## src/rtl/spi_packet_rx.sv

```systemverilog
// SPI slave receiver: synchronizes sck/sdi/cs into clk_sys domain and assembles 16-bit frames.
// Optional idle timeout on stalled partial frames is enabled with `define SPI_TIMEOUT_EN.
module spi_packet_rx (
    input  logic       clk,
    input  logic       reset,
    input  logic       sck,
    input  logic       sdi,
    input  logic       cs,
    output logic       ready,
    output logic [7:0] spiPacket1,
    output logic [7:0] spiPacket2,
    output logic       frameErr
);

    // state | meaning
    // IDLE  | synced cs high, no frame in progress
    // SHIFT | synced cs low, sampling sdi on each sck rising edge
    typedef enum logic {IDLE, SHIFT} state_t;

    state_t      state, state_nxt;
    logic        sck_s1, sck_s2, sck_s3;
    logic        cs_s1, cs_s2;
    logic        sdi_s1, sdi_s2;
    logic        sck_rise;
    logic        shift_en;
    logic        abort;
    logic        timeout;
    logic [3:0]  bit_cnt;
    logic [15:0] shreg;

    always_ff @(posedge clk or posedge reset) begin
        if (reset) begin
            sck_s1 <= 1'b0;
            sck_s2 <= 1'b0;
            sck_s3 <= 1'b0;
            cs_s1  <= 1'b1;
            cs_s2  <= 1'b1;
            sdi_s1 <= 1'b0;
            sdi_s2 <= 1'b0;
        end else begin
            sck_s1 <= sck;
            sck_s2 <= sck_s1;
            sck_s3 <= sck_s2;
            cs_s1  <= cs;
            cs_s2  <= cs_s1;
            sdi_s1 <= sdi;
            sdi_s2 <= sdi_s1;
        end
    end

    assign sck_rise = sck_s2 & ~sck_s3;

    always_ff @(posedge clk or posedge reset) begin
        if (reset) state <= IDLE;
        else       state <= state_nxt;
    end

    always_comb begin
        state_nxt = state;
        case (state)
            IDLE:    if (!cs_s2) state_nxt = SHIFT;
            SHIFT:   if (cs_s2)  state_nxt = IDLE;
            default: state_nxt = IDLE;
        endcase
    end

    // A sck edge coincident with cs deassert is dropped: deassert wins.
    always_comb begin
        shift_en = 1'b0;
        abort    = 1'b0;
        if (state == SHIFT) begin
            shift_en = !cs_s2 && sck_rise && !timeout;
            abort    = (cs_s2 && (bit_cnt != 4'd0)) || timeout;
        end
    end

`ifdef SPI_TIMEOUT_EN
    logic [7:0] idle_cnt;

    always_ff @(posedge clk or posedge reset) begin
        if (reset)
            idle_cnt <= 8'd0;
        else if (state != SHIFT || bit_cnt == 4'd0 || sck_rise || timeout)
            idle_cnt <= 8'd0;
        else
            idle_cnt <= idle_cnt + 8'd1;
    end

    assign timeout = (idle_cnt == 8'hFF);
`else
    assign timeout = 1'b0;
`endif

    always_ff @(posedge clk or posedge reset) begin
        if (reset) begin
            bit_cnt    <= 4'd0;
            shreg      <= 16'h0000;
            ready      <= 1'b0;
            frameErr   <= 1'b0;
            spiPacket1 <= 8'h00;
            spiPacket2 <= 8'h00;
        end else begin
            ready    <= 1'b0;
            frameErr <= 1'b0;
            if (abort) begin
                bit_cnt  <= 4'd0;
                frameErr <= 1'b1;
            end else if (shift_en) begin
                shreg   <= {shreg[14:0], sdi_s2};
                bit_cnt <= bit_cnt + 4'd1;
                if (bit_cnt == 4'd15) begin
                    ready      <= 1'b1;
                    spiPacket1 <= shreg[14:7];
                    spiPacket2 <= {shreg[6:0], sdi_s2};
                end
            end
        end
    end

endmodule

```

## config.mk

```make
export PLATFORM = sky130hd
export DESIGN_NAME = spi_packet_rx
export DESIGN_NICKNAME = d
export VERILOG_FILES = /design/src/rtl/spi_packet_rx.sv
export SDC_FILE = /design/constraint.sdc
export NUM_CORES = 1
export LEC_CHECK = 0
export BUFFER_PORTS_ARGS = -buffer_cell sky130_fd_sc_hd__clkbuf_2
export CELL_PAD_IN_SITES_DETAIL_PLACEMENT = 2
export CELL_PAD_IN_SITES_GLOBAL_PLACEMENT = 2
export CORE_UTILIZATION = 35
export CTS_BUF_LIST = sky130_fd_sc_hd__clkbuf_2 sky130_fd_sc_hd__clkbuf_4 sky130_fd_sc_hd__clkbuf_8
export DETAILED_ROUTE_END_ITERATION = 7
export HOLD_SLACK_MARGIN = 0.12
export PLACE_DENSITY_LB_ADDON = 0.1
export SYNTH_ARGS = -nofsm -noshare
export SYNTH_HDL_FRONTEND = slang
export SYNTH_SLANG_ARGS = --single-unit
```

## constraint.sdc

```tcl
create_clock -name clk -period 2.1 [get_ports clk]
set_input_delay 0.63 -clock clk [delete_from_list [all_inputs] [get_ports clk]]
set_output_delay 0.63 -clock clk [all_outputs]
set_load 0.005 [all_outputs]
```

=== Yosys cells after proc, flatten, opt, wreduce, memory -nomap -nowiden ===
Index checks and enable logic that the tools add are counted.

* Add/sub/neg operators: 1
* Equality and inequality tests: 1
* Multiplexer cells: 9
* Bitwise operators: 3
* Reductions and logical operators: 7

{| class="wikitable"
|+ Operators with widths
! operator !! number
|-
| 2-to-1 mux 4 bit || 2
|-
| 2-to-1 mux 1 bit || 7
|-
| adder 4 x 1 -> 4 bit (second input constant) || 1
|-
| == test 4 bit (second input constant) || 1
|-
| nonzero test 4 bit || 1
|-
| AND reduction 3 bit || 1
|-
| logical AND 1 bit || 2
|-
| NOT 1 bit || 2
|-
| AND reduction 2 bit || 1
|-
| nonzero test 2 bit || 1
|-
| bitwise AND 1 bit || 1
|-
| logical NOT 1 bit || 1
|}

* Register bits after elaboration: 45
* Input port bits: 5
* Output and inout port bits: 18

=== Longest topological paths before layout ===
Gate-level depths: netlist of run 1.

* Depth in word-level cells: 6
* Gate-level depth with buffers: 6

=== Worst setup path after synthesis of run 1 ===
Ideal clock, no wire load.

* Path kind: reg-to-reg
* Start: register bit_cnt[0]
* End: register spiPacket1[0]
* Library setup time: 125 ps
* Arrival: 1464 ps
* Data required time: 1975 ps
* Setup slack: 511 ps
* Cell stages (with the launch flop): 7
* Buffers on the path: 2
* Clock period less this slack: 1589 ps
* Cells stage by stage: dfrtp_1 ha_1 and2_1 and3_4 buf_6 buf_12 mux2_4

* Longest elaborated chain between the ends: 5
* Elaborated cells between the ends (all ways): 6
* Those cells by class: eq/ne (1); mux (1); bitwise (1); reduce/logical (3)

{| class="wikitable"
|+ Ends and longest elaborated chain
! element !! RTL line !! source
|-
| from (decl) || 28 || <nowiki>logic [3:0] bit_cnt;</nowiki>
|-
| from (signal assigned) || 110 || <nowiki>bit_cnt <= bit_cnt + 4'd1;</nowiki>
|-
| nonzero test 4 bit || 73 || <nowiki>abort = (cs_s2 && (bit_cnt != 4'd0)) || timeout;</nowiki>
|-
| logical AND 1 bit || 73 ||
|-
| 2-to-1 mux 1 bit || 71 || <nowiki>if (state == SHIFT) begin</nowiki>
|-
| NOT 1 bit (no line) || -- ||
|-
| AND reduction 3 bit (no line) * || -- ||
|-
| to (signal assigned) || 113 || <nowiki>spiPacket1 <= shreg[14:7];</nowiki>
|-
| to (decl) || 10 || <nowiki>output logic [7:0] spiPacket1,</nowiki>
|}

Every way passes the cells marked *; elsewhere a longest branch is shown, timed or not.
A chain may end at the register's enable or synchronous reset.

=== Final worst setup path of run 1 ===
* Start: register cs_s2
* End: register spiPacket2[7]

* Longest elaborated chain between the ends: 4
* Elaborated cells between the ends (all ways): 7
* Those cells by class: mux (2); bitwise (1); reduce/logical (4)

{| class="wikitable"
|+ Ends and longest elaborated chain
! element !! RTL line !! source
|-
| from (decl) || 22 || <nowiki>logic cs_s1, cs_s2;</nowiki>
|-
| from (signal assigned) || 45 || <nowiki>cs_s2 <= cs_s1;</nowiki>
|-
| logical NOT 1 bit or logical AND 1 bit (tied branches) || 72, 73 ||
|-
| logical AND 1 bit or 2-to-1 mux 1 bit (tied branches) || 72, 71 ||
|-
| 2-to-1 mux 1 bit or NOT 1 bit (tied branches) || -- ||
|-
| AND reduction 3 bit (no line) * || -- ||
|-
| to (signal assigned) || 114 || <nowiki>spiPacket2 <= {shreg[6:0], sdi_s2};</nowiki>
|-
| to (decl) || 11 || <nowiki>output logic [7:0] spiPacket2,</nowiki>
|}

Marked as above.

==> results of run 1 <==
[per-stage QoR]
step / setup slack [ns] / util [%] / area (um2) / std cells / total power, W
2_1_floorplan: 0.414 / - / 1710 / 102 / 0.00107
3_3_place_gp: 0.403 / 39.9 / 1870 / 176 / 0.00111
3_5_place_dp: 0.365 / 39.9 / 1870 / 176 / 0.00112
4_1_cts: 0.351 / 42.4 / 1990 / 184 / 0.00181
5_1_grt: 0.311 / 42.4 / 1990 / 184 / 0.00187
6_report: 0.368 / 42.4 / 1990 / 184 / 0.00177
[routing by layer]
layer | up-vias | wire length, um | GRT usage [%]
met5 | - | 0 | 0
met2 | 15 | 1510 | 22.6
met1 | 455 | 1310 | 16.0
li1 | 401 | - | -
met4 | 0 | 23 | 5.88
met3 | 2 | 111 | 5.49
[logic make-up after synthesis]
family / count (synthesis)
DFF: 45
adders and majority gates: 2
muxes: 32
and+or+nand+nor: 10
xor gates and xnor gates: 1
buffers and inverters: 8
AOI/OAI and AO/OA: 4
[worst register-to-register path, cell delays in order, from the launching register on]
cell	delay, ns
dfstp_2	0.38
and4bb_4	0.44
and3_4	0.42
mux2_2	0.38
[power by group]
part	total [W]	switching [W]	internal (W)
Sequential	0.000980	0.0000514	0.000929
Clock	0.000671	0.000270	0.000401
Combinational	0.000121	0.0000590	0.0000625
[registers in the layout, summed over array words and instances, names as in the netlist, 4 cells and up]
register,count
spiPacket2,8
spiPacket1,8
shreg,15
bit_cnt,4
[layout make-up]
type                    instances  share of cell area [%]
inverters                       4                   0.754
clock inverters                 1                    1.51
multi-input cells              49                    26.2
repair buffers                 24                    6.91
well taps                      54                    3.39
clock buffers                   7                    4.53
flip-flops and latches         45                    56.7
[synth_stat cells, drive strengths merged]
library cell	n	share of area (%)
mux2	31	22
a21oi	1	0.29
dfstp	2	3.1
nand2	1	0.22
ha	2	1.5
and3	1	0.66
a41oi	1	0.51
a2111oi	1	0.51
and4	1	0.51
a211oi	1	0.44
nor2	5	1.1
inv	4	0.88
and4bb	1	0.95
mux2i	1	0.59
dfrtp	43	63
xnor2	1	0.51
and2	1	0.37
buf	4	2.4
[worst max path at each step]
stage / start / to / slack (ns) / cells after the start
2_1_floorplan: reset / bit_cnt[0] / 0.41 / 1
3_3_place_gp: cs_s2 / spiPacket1[7] / 0.40 / 3
3_5_place_dp: cs_s2 / spiPacket2[7] / 0.37 / 3
4_1_cts: cs_s2 / spiPacket2[1] / 0.35 / 3
5_1_grt: cs_s2 / spiPacket2[1] / 0.31 / 3
6_report: cs_s2 / spiPacket2[7] / 0.37 / 3
==> impl_metrics.ini, run 1 <==
[synth]
avgSynthCellArea_um2 = 16.7
synthAdderAreaFrac_pct = 1.47
yosysWarnings = 0
yosys.area_share.simple_pct = 3.81
synthMuxAreaShare_pct = 23.0
syn-cell-area_um2 = 1710
synth_compound_area_share_pct = 1.76
synth-seq-cells = 45
synth_seq_area_share_pct = 66.1
synth_top_family_by_area = multiplexers
synth-xor-area-share_pct = 0.513
syn-num-nets = 109
synth_cell_type_count = 21
syn_inst = 102

[cts]
path_clk_slew_ns = 0.08
cts_hold_buf = 0
root_buffer = clkbuf_8
insertion_delay_ns = 0.29
post_cts_buffers = 0
cts_max_level = 2
clock_path_buffers = 2
cts_tree = yes
cts_resized = 0
clock_sinks = 45
cts_made_buffers = 5

[global_route]
antenna_found_initial = 0
grt_pass1_vias = 1025
grt_overflow = 0
grt_use_total_pct = 13.8
grt_first_pass_wirelength_um = 5090
grt_max_degree = 28

[timing]
max_freq_mhz = 577
worst_pin_slew_ns = 0.423
period_share_pct = 82.5
hold_slack_ns = 0.317
slew_headroom_pct = 71.0
finClkSkew_ns = 0.00482
finalSetupViolations = 0
slew_violations = 0
fin_crit_ns = 1.73
hold_viol = 0
finalSetupTns_ns = 0
rsz0062_at_grt = false

[detailed_routing]
wl_per_cell_um = 16.1
via_count = 873
ant_nets = 0
drt_pass1_iterations = 2
first_iter_violations = 13
vias_per_cell = 4.74
drcViolationCount = 0
wirelength_um = 2960

[floorplan]
die_w_um = 71.8
fp-row-count = 25
die_area_um2 = 5160
core-area_um2 = 4690
die_y_um = 71.8
io_pins = 23
initial_core_util_pct = 36.4

[critical_path]
path_buf_inv = 0
reg2reg_slack_ns = 0.37
critPathMaxStageDelay_ns = 0.44
reg2reg_depth = 3
critical_path.cell_chain = and4bb_4 > and3_4 > mux2_2
end_kind = register
critPathLaunchType = register
worstSetupPathType = register to register
critical_path.top_delay_family = simple AND/OR/NAND/NOR gates
critPathArrivalTime_ns = 1.91
worstPathMaxFanout = 17
cp_slowest_cell = and4bb_4
required_ns = 2.28
r2r_start = cs_s2
reg2reg_to = spiPacket2[7]

[status]
status = completed

[layout]
synthToLayoutAreaGrowth_pct = 16.6
multi_input_area_um2 = 522
final_common_cell = dfrtp_1
layout-drive-gt1-share_pct = 52.3
ff_latch_area_um2 = 1130
layout_common_cells = 43 x dfrtp_1, 22 x mux2_2, 22 x clkbuf_2
fin_nets = 136
num_antenna_cells = 0
nFillCells = 461

[power_and_ir_drop]
vdd_ir_drop_max_v = 0.000368
powerDensity_nw_per_um2 = 890
p_leak_nw = 1.00

[place]
place.gp.congestion = 0.642
hpwl_um = 1990
port_buffers = 22

[run]
max_cap_violations = 0

[hold_path]
hold_class = input pin to asynchronous set/reset pin
(Power assumes the default switching activity.)
==> run 2: changes to the inputs <==
- clock period: 2.1 -> 1.4 ns (I/O delays scaled with it)
==> impl_metrics.ini, run 2 (same netlist as run 1, synthesis figures left out) <==
[detailed_routing]
wirelength_um = 3110
via_count = 917
first_iter_violations = 20
vias_per_cell = 4.75
wl_per_cell_um = 16.1
drcViolationCount = 0
ant_nets = 0
drt_pass1_iterations = 2

[layout]
regMostFlops = shreg
reg_top3 = shreg: 15 flops, spiPacket1: 8 flops, spiPacket2: 8 flops
nFillCells = 457
fin_nets = 145
layout-drive-gt1-share_pct = 59.0
largest_reg_flops = 15
layout_common_cells = 43 x dfrtp_1, 22 x clkbuf_2, 16 x mux2_4
final_common_cell = dfrtp_1
num_antenna_cells = 0
synthToLayoutAreaGrowth_pct = 23.9

[power_and_ir_drop]
vdd_ir_drop_max_v = 0.000539
powerDensity_nw_per_um2 = 1210
p_leak_nw = 1.05
p_total_w = 0.00256

[critical_path]
worstSetupEndpoint = spiPacket1[1]
cp_slowest_cell = dfstp_2
required_ns = 1.57
critical_path.top_delay_family = flip-flops
critPathMaxStageDelay_ns = 0.54
path_depth = 4
reg2reg_slack_ns = -0.10
path_buf_inv = 1
end_kind = register
reg2reg_depth = 4
critPathArrivalTime_ns = 1.68
critPathLaunchType = register
r2r_start = cs_s2
worstPathMaxFanout = 9
reg2reg_to = spiPacket1[1]
critical_path.cell_chain = and4bb_4 > and3_4 > buf_12 > mux2_4
startpoint = cs_s2
worstSetupPathType = register to register

[timing]
setup_slack_ns = -0.104
fin_crit_ns = 1.50
hold_slack_ns = 0.157
slew_violations = 0
finClkSkew_ns = 0.0108
worst_pin_slew_ns = 0.248
period_share_pct = 107
slew_headroom_pct = 83.4
rsz0062_at_grt = true
max_freq_mhz = 665
finalSetupTns_ns = -1.42
hold_viol = 0
finalSetupViolations = 16

[cts]
path_clk_slew_ns = 0.08
cts_made_buffers = 5
cts_hold_buf = 0
clock_sinks = 45
cts_tree = yes
clock_path_buffers = 2
insertion_delay_ns = 0.29
cts_max_level = 2
root_buffer = clkbuf_8

[global_route]
grt_use_total_pct = 14.3
antenna_found_initial = 0
grt_overflow = 0
grt_pass1_vias = 1061
grt_max_degree = 46
grt_first_pass_wirelength_um = 5420

[floorplan]
fp-row-count = 25
die_w_um = 71.8
die_area_um2 = 5160
io_pins = 23
initial_core_util_pct = 36.4
core-area_um2 = 4690
die_y_um = 71.8

[status]
status = complete, but fails checks
violations = setup timing

[place]
hpwl_um = 2170
place.gp.congestion = 0.664
dpl_worst_slack_ns = -0.107
port_buffers = 22

[run]
max_cap_violations = 0

[hold_path]
hold_class = input pin to asynchronous set/reset pin
run 2: cell count changes in the layout (fill, tap and decap cells not counted), moves of 2 or more:
cell / change
buf_4: +7
mux2_4: +7
buf_12: +2
mux2_2: -7
run 2: layer usage:
metal  up-vias  global-route usage (%)  share of wire [%]
li1        419                       -                  -
met2        12                    22.6                 52
met5         -                       0                  0
met1       482                    18.3                 44
met3         4                    4.50                3.6
met4         0                    5.88                1.2
run 2: worst min-delay path by stage:
stage,startpoint,slack (ns),cells after the start,endpoint
after CTS,reset,0.16,3,bit_cnt[3]
after detailed placement,sck_s1,0.34,0,sck_s2
after floorplan,sck_s1,0.33,0,sck_s2
after global routing,reset,0.16,3,shreg[13]
after global placement,sdi_s1,0.33,0,sdi_s2
final,reset,0.16,3,frameErr
run 2: per-stage QoR:
step                instances  area, um2  util (%)
finish                    193       2110      45.1
global route              193       2110      45.1
CTS                       192       2090      44.6
detailed placement        184       1960      41.9
global placement          184       1960      41.9
floorplan                 102       1720         -
run 2: worst register-to-register path: stages (launching register included):
cell,delay [ns]
dfstp_2,0.54
and4bb_4,0.20
and3_4,0.19
buf_12,0.15
mux2_4,0.30
run 2: area by class of cell:
class	instances	area, um2	area share [%]
flip-flops and latches	45	1130	53.4
clock inverters	1	5.00	0.237
well taps	54	67.6	3.20
clock buffers	7	96.3	4.56
multi-input cells	49	568	26.9
repair buffers	33	230	10.9
inverters	4	18.8	0.888
run 2: timing repair:
item,CTS,global route
gates cloned,0,0
buffers inserted,0,1
pin swaps,0,1
resized for setup,8,3
endpoints found under the setup margin,18,31
run 2: where the power goes:
group	total (W)	internal (W)	switching, W
combinational	0.000249	0.000133	0.000116
sequential	0.00146	0.00139	0.0000635
clock	0.000857	0.000446	0.000411
==> run 3: changes to the inputs <==
- ABC_AREA: default -> 0
- CORE_ASPECT_RATIO: default -> 0.9
==> impl_metrics.ini, run 3 (same netlist as run 1, synthesis figures left out) <==
[status]
status = complete, but fails checks
violations = setup timing

[timing]
rsz0062_at_grt = true
fin_crit_ns = 1.51
finalSetupViolations = 16
period_share_pct = 108
slew_headroom_pct = 79.6
setup_slack_ns = -0.113
finClkSkew_ns = 0.00729
max_freq_mhz = 661
hold_viol = 0
hold_slack_ns = 0.144
worst_pin_slew_ns = 0.306
slew_violations = 0

[power_and_ir_drop]
p_int_w = 0.00186
switching_share_pct = 24.9
power_frac_seq_pct = 58.8
vdd_ir_drop_max_v = 0.000628
comb_power_share_pct = 9.8
power.clock.fraction_pct = 31.4
p_leak_nw = 1.04
p_switching_w = 0.000617
powerDensity_nw_per_um2 = 1170

[detailed_routing]
via_count = 920
vias_per_cell = 4.58
ant_nets = 0
first_iter_violations = 24
wl_per_cell_um = 15.6
wirelength_um = 3140
drt_pass1_iterations = 3
drcViolationCount = 0

[cts]
cts_hold_buf = 0
clock_sinks = 45
cts_max_level = 2
cts_made_buffers = 5
cts_tree = yes
clock_path_buffers = 2
path_clk_slew_ns = 0.08
insertion_delay_ns = 0.30
root_buffer = clkbuf_8

[critical_path]
critical_path.cell_chain = ha_2 > and2_4 > and3_4 > clkbuf_16 > mux2_4
worstSetupPathType = register to register
required_ns = 1.59
cp_slowest_cell = dfrtp_1
critPathLaunchType = register
critical_path.top_delay_family = flip-flops
critPathArrivalTime_ns = 1.71
worstPathMaxFanout = 6
critPathMaxStageDelay_ns = 0.38
path_buf_inv = 1
end_kind = register

[layout]
layout_common_cells = 43 x dfrtp_1, 22 x clkbuf_2, 16 x mux2_4
reg_top3 = shreg: 15 flops, spiPacket1: 8 flops, spiPacket2: 8 flops
fin_nets = 145
regMostFlops = shreg
fin_area_um2 = 2120
synthToLayoutAreaGrowth_pct = 24.3
layout-drive-gt1-share_pct = 58.3
largest_reg_flops = 15
num_antenna_cells = 0
final_common_cell = dfrtp_1

[floorplan]
core-area_um2 = 4580
die_w_um = 75.6
io_pins = 23
die_area_um2 = 5160
die_y_um = 68.2
initial_core_util_pct = 37.3
fp-row-count = 23

[global_route]
antenna_found_initial = 0
grt_overflow = 0
grt_use_total_pct = 13.9
grt_pass1_vias = 988
grt_max_degree = 46
grt_first_pass_wirelength_um = 4900

[place]
port_buffers = 22
dpl_worst_slack_ns = -0.180
place.gp.congestion = 0.725
placed_area_um2 = 1930
hpwl_um = 1950

[run]
max_cap_violations = 0

[hold_path]
hold_class = input pin to asynchronous set/reset pin
## run 3: layer usage
metal	GRT usage (%)	wire length [um]	vias to the layer above
met5	0	0	-
met4	5.56	47	0
met3	5.74	143	6
met2	21.9	1490	19
met1	16.9	1460	476
li1	-	-	419
## run 3: power groups by stage
stage / Clock [W] / Sequential [W] / Combinational (W)
after global placement: 0 / 0.00147 / 0.000219
after CTS: 0.000815 / 0.00146 / 0.000243
after detailed placement: 0 / 0.00148 / 0.000238
after floorplan: 0 / 0.00147 / 0.000134
after global routing: 0.000876 / 0.00147 / 0.000274
final: 0.000779 / 0.00146 / 0.000243
## run 3: final cells by class
cell class,count,area [um2]
clock buffers,5,68.8
flip-flops and latches,45,1130
well taps,62,77.6
inverters,4,18.8
repair buffers,33,246
clock inverters,3,17.5
multi-input cells,49,563
fillers,438,2450
## run 3: timing repair
item                       in CTS  in global routing
setup endpoints to repair      30                 24
cloned                          0                  1
buffers inserted                2                  1
gates resized for setup         6                  7
## run 3: per-stage QoR
| stage | power (W) | TNS (ns) | utilization, % | cells |
|---|---|---|---|---|
| 3_5_place_dp | 0.00172 | -2.51 | 42.1 | 189 |
| 4_1_cts | 0.00251 | -1.40 | 45.1 | 199 |
| 5_1_grt | 0.00262 | -2.25 | 46.3 | 201 |
| 6_report | 0.00248 | -1.66 | 46.3 | 201 |
| 3_3_place_gp | 0.00169 | -2.12 | 42.1 | 189 |
| 2_1_floorplan | 0.00160 | -1.58 | - | 102 |
## run 3: worst reg2reg max path: cells and delay by family (launching register included)
| kind | cells | cell delay, ns |
|---|---|---|
| flops | 1 | 0.38 |
| fa+ha+maj | 1 | 0.19 |
| buf+inv | 1 | 0.17 |
| mux | 1 | 0.29 |
| simple gates | 2 | 0.38 |
## run 3: worst paths after layout
check / endpoint / cells after the start / from / slack [ns]
max: spiPacket2[4] / 5 / bit_cnt[1] / -0.11
min in group clk: cs_s1 / 1 / cs / 0.20
min reg2reg: sdi_s2 / 0 / sdi_s1 / 0.35
max in group asynchronous: cs_s1 / 3 / reset / 0.99
min: frameErr / 3 / reset / 0.14
max reg2reg: spiPacket2[4] / 5 / bit_cnt[1] / -0.11
